File: config.mk
export PLATFORM = sky130hd
export DESIGN_NAME = mips_multicycle_ctrl
export DESIGN_NICKNAME = d
export VERILOG_FILES = /design/src/rtl/mips_pkg.sv /design/src/rtl/mips_ctrl_outdec.sv /design/src/rtl/mips_multicycle_ctrl.sv
export SDC_FILE = /design/constraint.sdc
export NUM_CORES = 1
export LEC_CHECK = 0
export ABC_AREA = 0
export CORE_MARGIN = 3
export CORE_UTILIZATION = 49
export CTS_BUF_LIST = sky130_fd_sc_hd__clkbuf_4
export CTS_CLUSTER_SIZE = 16
export DETAILED_ROUTE_END_ITERATION = 8
export PLACE_DENSITY = 0.88
export SLEW_MARGIN = 0
export SYNTH_ARGS = -nofsm -noshare
export SYNTH_HDL_FRONTEND = slang
export SYNTH_HIERARCHICAL = 1
export SYNTH_SLANG_ARGS = --single-unit
File: constraint.sdc
create_clock -name clk -period 5.25 [get_ports clk]
set_input_delay 0.525 -clock clk [delete_from_list [all_inputs] [get_ports clk]]
set_output_delay 0.525 -clock clk [all_outputs]
set_load 0.02 [all_outputs]
File: src/rtl/mips_pkg.sv
// Shared opcodes, ALU/mux select codes, FSM state encodings and control word for the multicycle MIPS controller.
package mips_pkg;

    localparam logic [5:0] OP_RTYPE = 6'h00;
    localparam logic [5:0] OP_LW    = 6'h23;
    localparam logic [5:0] OP_SW    = 6'h2B;
    localparam logic [5:0] OP_BEQ   = 6'h04;
    localparam logic [5:0] OP_J     = 6'h02;
    localparam logic [5:0] OP_ADDI  = 6'h08;

    localparam logic [1:0] ALUOP_ADD   = 2'b00;
    localparam logic [1:0] ALUOP_SUB   = 2'b01;
    localparam logic [1:0] ALUOP_FUNCT = 2'b10;

    localparam logic [1:0] SRCB_REGB    = 2'b00;
    localparam logic [1:0] SRCB_FOUR    = 2'b01;
    localparam logic [1:0] SRCB_IMM     = 2'b10;
    localparam logic [1:0] SRCB_IMM_SH2 = 2'b11;

    localparam logic [1:0] PCSRC_ALU    = 2'b00;
    localparam logic [1:0] PCSRC_ALUOUT = 2'b01;
    localparam logic [1:0] PCSRC_JUMP   = 2'b10;

    typedef enum logic [3:0] {
        S_INIT      = 4'd0,
        S_FETCH     = 4'd1,
        S_DECODE    = 4'd2,
        S_MEM_ADDR  = 4'd3,
        S_MEM_READ  = 4'd4,
        S_MEM_WB    = 4'd5,
        S_MEM_WRITE = 4'd6,
        S_R_EXEC    = 4'd7,
        S_R_WB      = 4'd8,
        S_BRANCH    = 4'd9,
        S_JUMP      = 4'd10,
        S_ADDI_EXEC = 4'd11,
        S_ADDI_WB   = 4'd12
    } state_t;

    typedef struct packed {
        logic       pc_write;
        logic       pc_write_cond;
        logic       iord;
        logic       mem_read;
        logic       mem_write;
        logic       ir_write;
        logic       mem_to_reg;
        logic       reg_dst;
        logic       reg_write;
        logic       alu_src_a;
        logic [1:0] alu_src_b;
        logic [1:0] alu_op;
        logic [1:0] pc_source;
        logic       instr_done;
    } ctrl_t;

    function automatic logic op_legal(input logic [5:0] op);
        return (op == OP_RTYPE) || (op == OP_LW) || (op == OP_SW) ||
               (op == OP_BEQ) || (op == OP_J) || (op == OP_ADDI);
    endfunction

endpackage

File: src/rtl/mips_ctrl_outdec.sv
// Combinational state + mem_ready -> control word decoder; zero latency.
// mem_ready gates only the FETCH IR/PC load and the store retirement pulse.
module mips_ctrl_outdec
    import mips_pkg::*;
(
    input  state_t state,
    input  logic   mem_ready,
    output ctrl_t  ctrl
);

    always_comb begin
        ctrl = '0;
        case (state)
            S_FETCH: begin
                ctrl.mem_read  = 1'b1;
                ctrl.alu_src_b = SRCB_FOUR;
                ctrl.alu_op    = ALUOP_ADD;
                ctrl.pc_source = PCSRC_ALU;
                ctrl.ir_write  = mem_ready;
                ctrl.pc_write  = mem_ready;
            end
            // Branch target is precomputed into ALUOut while the opcode is decoded.
            S_DECODE: begin
                ctrl.alu_src_b = SRCB_IMM_SH2;
                ctrl.alu_op    = ALUOP_ADD;
            end
            S_MEM_ADDR, S_ADDI_EXEC: begin
                ctrl.alu_src_a = 1'b1;
                ctrl.alu_src_b = SRCB_IMM;
                ctrl.alu_op    = ALUOP_ADD;
            end
            S_MEM_READ: begin
                ctrl.mem_read = 1'b1;
                ctrl.iord     = 1'b1;
            end
            S_MEM_WB: begin
                ctrl.reg_write  = 1'b1;
                ctrl.mem_to_reg = 1'b1;
                ctrl.instr_done = 1'b1;
            end
            S_MEM_WRITE: begin
                ctrl.mem_write  = 1'b1;
                ctrl.iord       = 1'b1;
                ctrl.instr_done = mem_ready;
            end
            S_R_EXEC: begin
                ctrl.alu_src_a = 1'b1;
                ctrl.alu_src_b = SRCB_REGB;
                ctrl.alu_op    = ALUOP_FUNCT;
            end
            S_R_WB: begin
                ctrl.reg_write  = 1'b1;
                ctrl.reg_dst    = 1'b1;
                ctrl.instr_done = 1'b1;
            end
            S_BRANCH: begin
                ctrl.alu_src_a     = 1'b1;
                ctrl.alu_src_b     = SRCB_REGB;
                ctrl.alu_op        = ALUOP_SUB;
                ctrl.pc_write_cond = 1'b1;
                ctrl.pc_source     = PCSRC_ALUOUT;
                ctrl.instr_done    = 1'b1;
            end
            S_JUMP: begin
                ctrl.pc_write   = 1'b1;
                ctrl.pc_source  = PCSRC_JUMP;
                ctrl.instr_done = 1'b1;
            end
            S_ADDI_WB: begin
                ctrl.reg_write  = 1'b1;
                ctrl.instr_done = 1'b1;
            end
            default: ;
        endcase
    end

endmodule

File: src/rtl/mips_multicycle_ctrl.sv
// Multicycle MIPS main control FSM with retired-instruction counter.
// 3-5 cycles per instruction; stalls in FETCH/MEM_READ/MEM_WRITE until mem_ready.
module mips_multicycle_ctrl
    import mips_pkg::*;
#(
    parameter int CNT_W         = 16,
    parameter bit USE_MEM_READY = 1'b1
) (
    input  logic             clk,
    input  logic             rst_n,
    input  logic [5:0]       opcode,
    input  logic             mem_ready,
    output logic             pc_write,
    output logic             pc_write_cond,
    output logic             iord,
    output logic             mem_read,
    output logic             mem_write,
    output logic             ir_write,
    output logic             mem_to_reg,
    output logic             reg_dst,
    output logic             reg_write,
    output logic             alu_src_a,
    output logic [1:0]       alu_src_b,
    output logic [1:0]       alu_op,
    output logic [1:0]       pc_source,
    output logic             illegal_op,
    output logic             instr_done,
    output logic [CNT_W-1:0] instr_count,
    output logic [3:0]       state_dbg
);

    state_t     state_q;
    state_t     state_d;
    ctrl_t      ctrl;
    logic       mem_rdy;
    logic [CNT_W-1:0] count_q;

    assign mem_rdy = USE_MEM_READY ? mem_ready : 1'b1;

    always_ff @(posedge clk or negedge rst_n) begin
        if (!rst_n) begin
            state_q <= S_INIT;
        end else begin
            state_q <= state_d;
        end
    end

    always_comb begin
        state_d = S_INIT;
        case (state_q)
            S_INIT:      state_d = S_FETCH;
            S_FETCH:     state_d = mem_rdy ? S_DECODE : S_FETCH;
            S_DECODE: begin
                case (opcode)
                    OP_RTYPE:     state_d = S_R_EXEC;
                    OP_LW, OP_SW: state_d = S_MEM_ADDR;
                    OP_BEQ:       state_d = S_BRANCH;
                    OP_J:         state_d = S_JUMP;
                    OP_ADDI:      state_d = S_ADDI_EXEC;
                    default:      state_d = S_FETCH;
                endcase
            end
            S_MEM_ADDR:  state_d = (opcode == OP_LW) ? S_MEM_READ : S_MEM_WRITE;
            S_MEM_READ:  state_d = mem_rdy ? S_MEM_WB : S_MEM_READ;
            S_MEM_WB:    state_d = S_FETCH;
            S_MEM_WRITE: state_d = mem_rdy ? S_FETCH : S_MEM_WRITE;
            S_R_EXEC:    state_d = S_R_WB;
            S_R_WB:      state_d = S_FETCH;
            S_BRANCH:    state_d = S_FETCH;
            S_JUMP:      state_d = S_FETCH;
            S_ADDI_EXEC: state_d = S_ADDI_WB;
            S_ADDI_WB:   state_d = S_FETCH;
            default:     state_d = S_INIT;
        endcase
    end

    mips_ctrl_outdec u_outdec (
        .state     (state_q),
        .mem_ready (mem_rdy),
        .ctrl      (ctrl)
    );

    always_ff @(posedge clk or negedge rst_n) begin
        if (!rst_n) begin
            count_q <= '0;
        end else if (ctrl.instr_done) begin
            count_q <= count_q + 1'b1;
        end
    end

    assign pc_write      = ctrl.pc_write;
    assign pc_write_cond = ctrl.pc_write_cond;
    assign iord          = ctrl.iord;
    assign mem_read      = ctrl.mem_read;
    assign mem_write     = ctrl.mem_write;
    assign ir_write      = ctrl.ir_write;
    assign mem_to_reg    = ctrl.mem_to_reg;
    assign reg_dst       = ctrl.reg_dst;
    assign reg_write     = ctrl.reg_write;
    assign alu_src_a     = ctrl.alu_src_a;
    assign alu_src_b     = ctrl.alu_src_b;
    assign alu_op        = ctrl.alu_op;
    assign pc_source     = ctrl.pc_source;
    assign instr_done    = ctrl.instr_done;
    assign illegal_op    = (state_q == S_DECODE) && !op_legal(opcode);
    assign instr_count   = count_q;
    assign state_dbg     = state_q;

endmodule

==> flow_summary.yaml <==
drt:
  routed_wl_um: 3042
  vias: 1172
  drc: 0
  first_pass_iters: 4
  vias_per_cell: 5.635
  antenna_left: 0
  routedWlPerCell_um: 14.63
  drt_iter0_drc: 41
floorplanning:
  row_count: 17
  core-area_um2: 2318
  die_h_um: 56.56
  dieArea_um2: 3198
  fp.dieW_um: 56.56
  io_pins: 47
  initial_core_util: 0.5402
global_route:
  grt_antenna_before_repair: 0
  grt-ovfl-total: 0
  grt_pass1_wl_um: 4961
  grt_pass1_vias: 1150
  grt_max_degree: 26
  grt.total_usage: 0.1934
worst_setup_path:
  critPathRequiredTime_ns: 4.72
  cp-start-kind: "register"
  crit_type: "register to primary output"
  ff2ff_setup_slack_ns: 2.48
  cp_data_arrival_time_ns: 2.66
  cp_max_fo: 25
  end_kind: "primary output"
finish:
  finish.cell_count_without_fillers: 208
  syn2layout_area_growth_pct: 38.06
  final_util: 0.7458
  nets: 192
  num_antenna_cells: 0
  fill_cells: 177
  layout-drive-gt1-share: 0.05000
clock_tree:
  clk_latency_ns: 0.29
  cts_tree: "done"
  numCtsBuffers: 3
  cts_setup_buffers: 0
  cts.reportedPaths.clkPinSlew_ns: 0.10
  h-tree-depth: 1
  cts_resized: 0
  postCtsHoldBufs: 0
  clock-sinks: 20
  root_buffer: "clkbuf_4"
  clockBufferDepth: 2
power_and_ir_drop:
  seqPwrFrac: 0.342
  power_leakage_nw: 0.7016
  power.share.switching: 0.4511
  p_per_area_nw_per_um2: 471.1
  p_switching_mw: 0.3675
  intPower_mw: 0.4472
  combPwrFrac: 0.574
  max-vdd-ir-drop_mv: 0.4089
  p_clk_frac: 0.084
timing:
  slew_violations: 0
  fin_crit_sh: 0.6072
  tightestPinTransition_ns: 0.8707
  rsz0062_at_grt: "no"
  relSlewSlack: 0.4177
  skew_ns: 0.004584
  max_freq_mhz: 313.7
  setup_ws_ns: 2.062
  fin_tns_setup_ns: 0
  setup_violations: 0
  whs_ns: 0.4789
  hold_violations: 0
  period_needed_ns: 3.188
logic_synthesis:
  synth-seq-area-share: 0.3996
  avgSynthCellArea_um2: 9.076
  synth_ff_type: "dfrtp_1"
  synth_cell_type_count: 42
  yosys_warnings: 6
  syn_nets: 148
  syn_inst: 138
  ys_seq_elements: 20
  async_flop_share: 1.000
  synth_edf_count: 0
  syn_area_um2: 1252
placement:
  gp_congestion: 0.8003
  io_buffer_count: 46
  place_inst: 205
  dp_slack_ns: 2.234
  dp_hpwl_um: 2351
min_path:
  holdCritPathClass: "register to register"
run_status:
  status: "completed"
run:
  cap_violations: 0
-- final timing paths --
check                      depth (start not counted)             from              end
max                                                4     state_dbg[0]       instr_done
max reg2reg                                        7     state_dbg[0]  instr_count[15]
min reg2reg                                        1  instr_count[15]  instr_count[15]
min in group asynchronous                          1            rst_n   instr_count[8]
min                                                1  instr_count[15]  instr_count[15]
max in group asynchronous                          1            rst_n  instr_count[14]
-- worst max-delay path, cell delays in order (launching register included) --
cell and delay (ns):
dfrtp_1 0.78, nand2b_1 0.30, a21boi_1 0.21, o21ai_1 0.39
clkdlybuf4s50_1 0.69
-- per-stage QoR --
stage                     cell area, um2  power, mW
after floorplan                     1252     0.5473
after global placement              1707     0.7317
after detailed placement            1707     0.7502
after CTS                           1729     0.8167
after global routing                1729     0.8685
final                               1729     0.8146
-- metal layers --
metal | track usage | share of wire | up-vias
met5 | 0 | 0 | -
met4 | 0.07119 | 0.016 | 0
met3 | 0.03678 | 0.045 | 6
met2 | 0.3515 | 0.51 | 38
met1 | 0.2211 | 0.42 | 558
li1 | - | - | 570
-- placed cells by master (no fill, tap or decap), drive strengths merged, types with 2 or more instances in the layout --
master and instances:
inv 3, nor2 17, clkdlybuf4s50 46, nand2 10, a21oi 6, xnor2 11
xor2 7, clkbuf 3, dfrtp 20, nor2b 2, nand3 6, o21ai 5
nor3b 2, and3 5, nand4 3, a21boi 4, nand2b 5, or4 3
nor3 5
-- flip-flops by register name (all words and copies together), names as in the netlist --
name         cells
state_dbg        4
instr_count     16
-- final cells by class --
class | count | area (um2) | share of cell area
multi-input combinational | 108 | 699.4 | 0.4045
tap | 28 | 35.03 | 0.02026
clock buffer | 3 | 22.52 | 0.01302
inverter | 3 | 11.26 | 0.006512
sequential | 20 | 500.5 | 0.2894
timing repair buffer | 46 | 460.4 | 0.2663
-- power groups by stage --
stage	registers (mW)	clock network, mW	logic (mW)
2_1_floorplan	0.275	0	0.273
3_3_place_gp	0.276	0	0.456
3_5_place_dp	0.280	0	0.471
4_1_cts	0.276	0.0690	0.471
5_1_grt	0.289	0.0780	0.501
6_report	0.278	0.0683	0.468
-- kinds of logic (layout without fill, tap and decap cells) --
family                   Yosys count  in the layout  share of synthesized area
multiplexers                       1              1                   0.008990
adder cells (fa/ha/maj)            2              2                    0.01798
AND/OR/NAND/NOR                   63             63                     0.2767
XOR/XNOR                          18             18                     0.1259
AO/OA/AOI/OAI                     24             24                     0.1289
flip-flops                        20             20                     0.3996
buffers and inverters             10             52                    0.04195
-- cell usage after synthesis (2+ instances only) --
cell type | number | share of area
a21boi_0 | 2 | 0.012
a21boi_1 | 2 | 0.012
a21oi_1 | 5 | 0.020
and3_1 | 5 | 0.025
buf_2 | 3 | 0.012
buf_4 | 3 | 0.018
dfrtp_1 | 20 | 0.40
inv_1 | 3 | 0.0090
nand2_1 | 10 | 0.030
nand2b_1 | 5 | 0.025
nand3_1 | 6 | 0.024
nand4_1 | 3 | 0.015
nor2_1 | 16 | 0.048
nor2b_1 | 2 | 0.010
nor3_1 | 4 | 0.016
nor3b_1 | 2 | 0.012
o21ai_0 | 2 | 0.0080
o21ai_1 | 3 | 0.012
or4_1 | 3 | 0.018
xnor2_1 | 11 | 0.077
xor2_1 | 7 | 0.049
No activity file was read; power rests on OpenSTA's default activity.
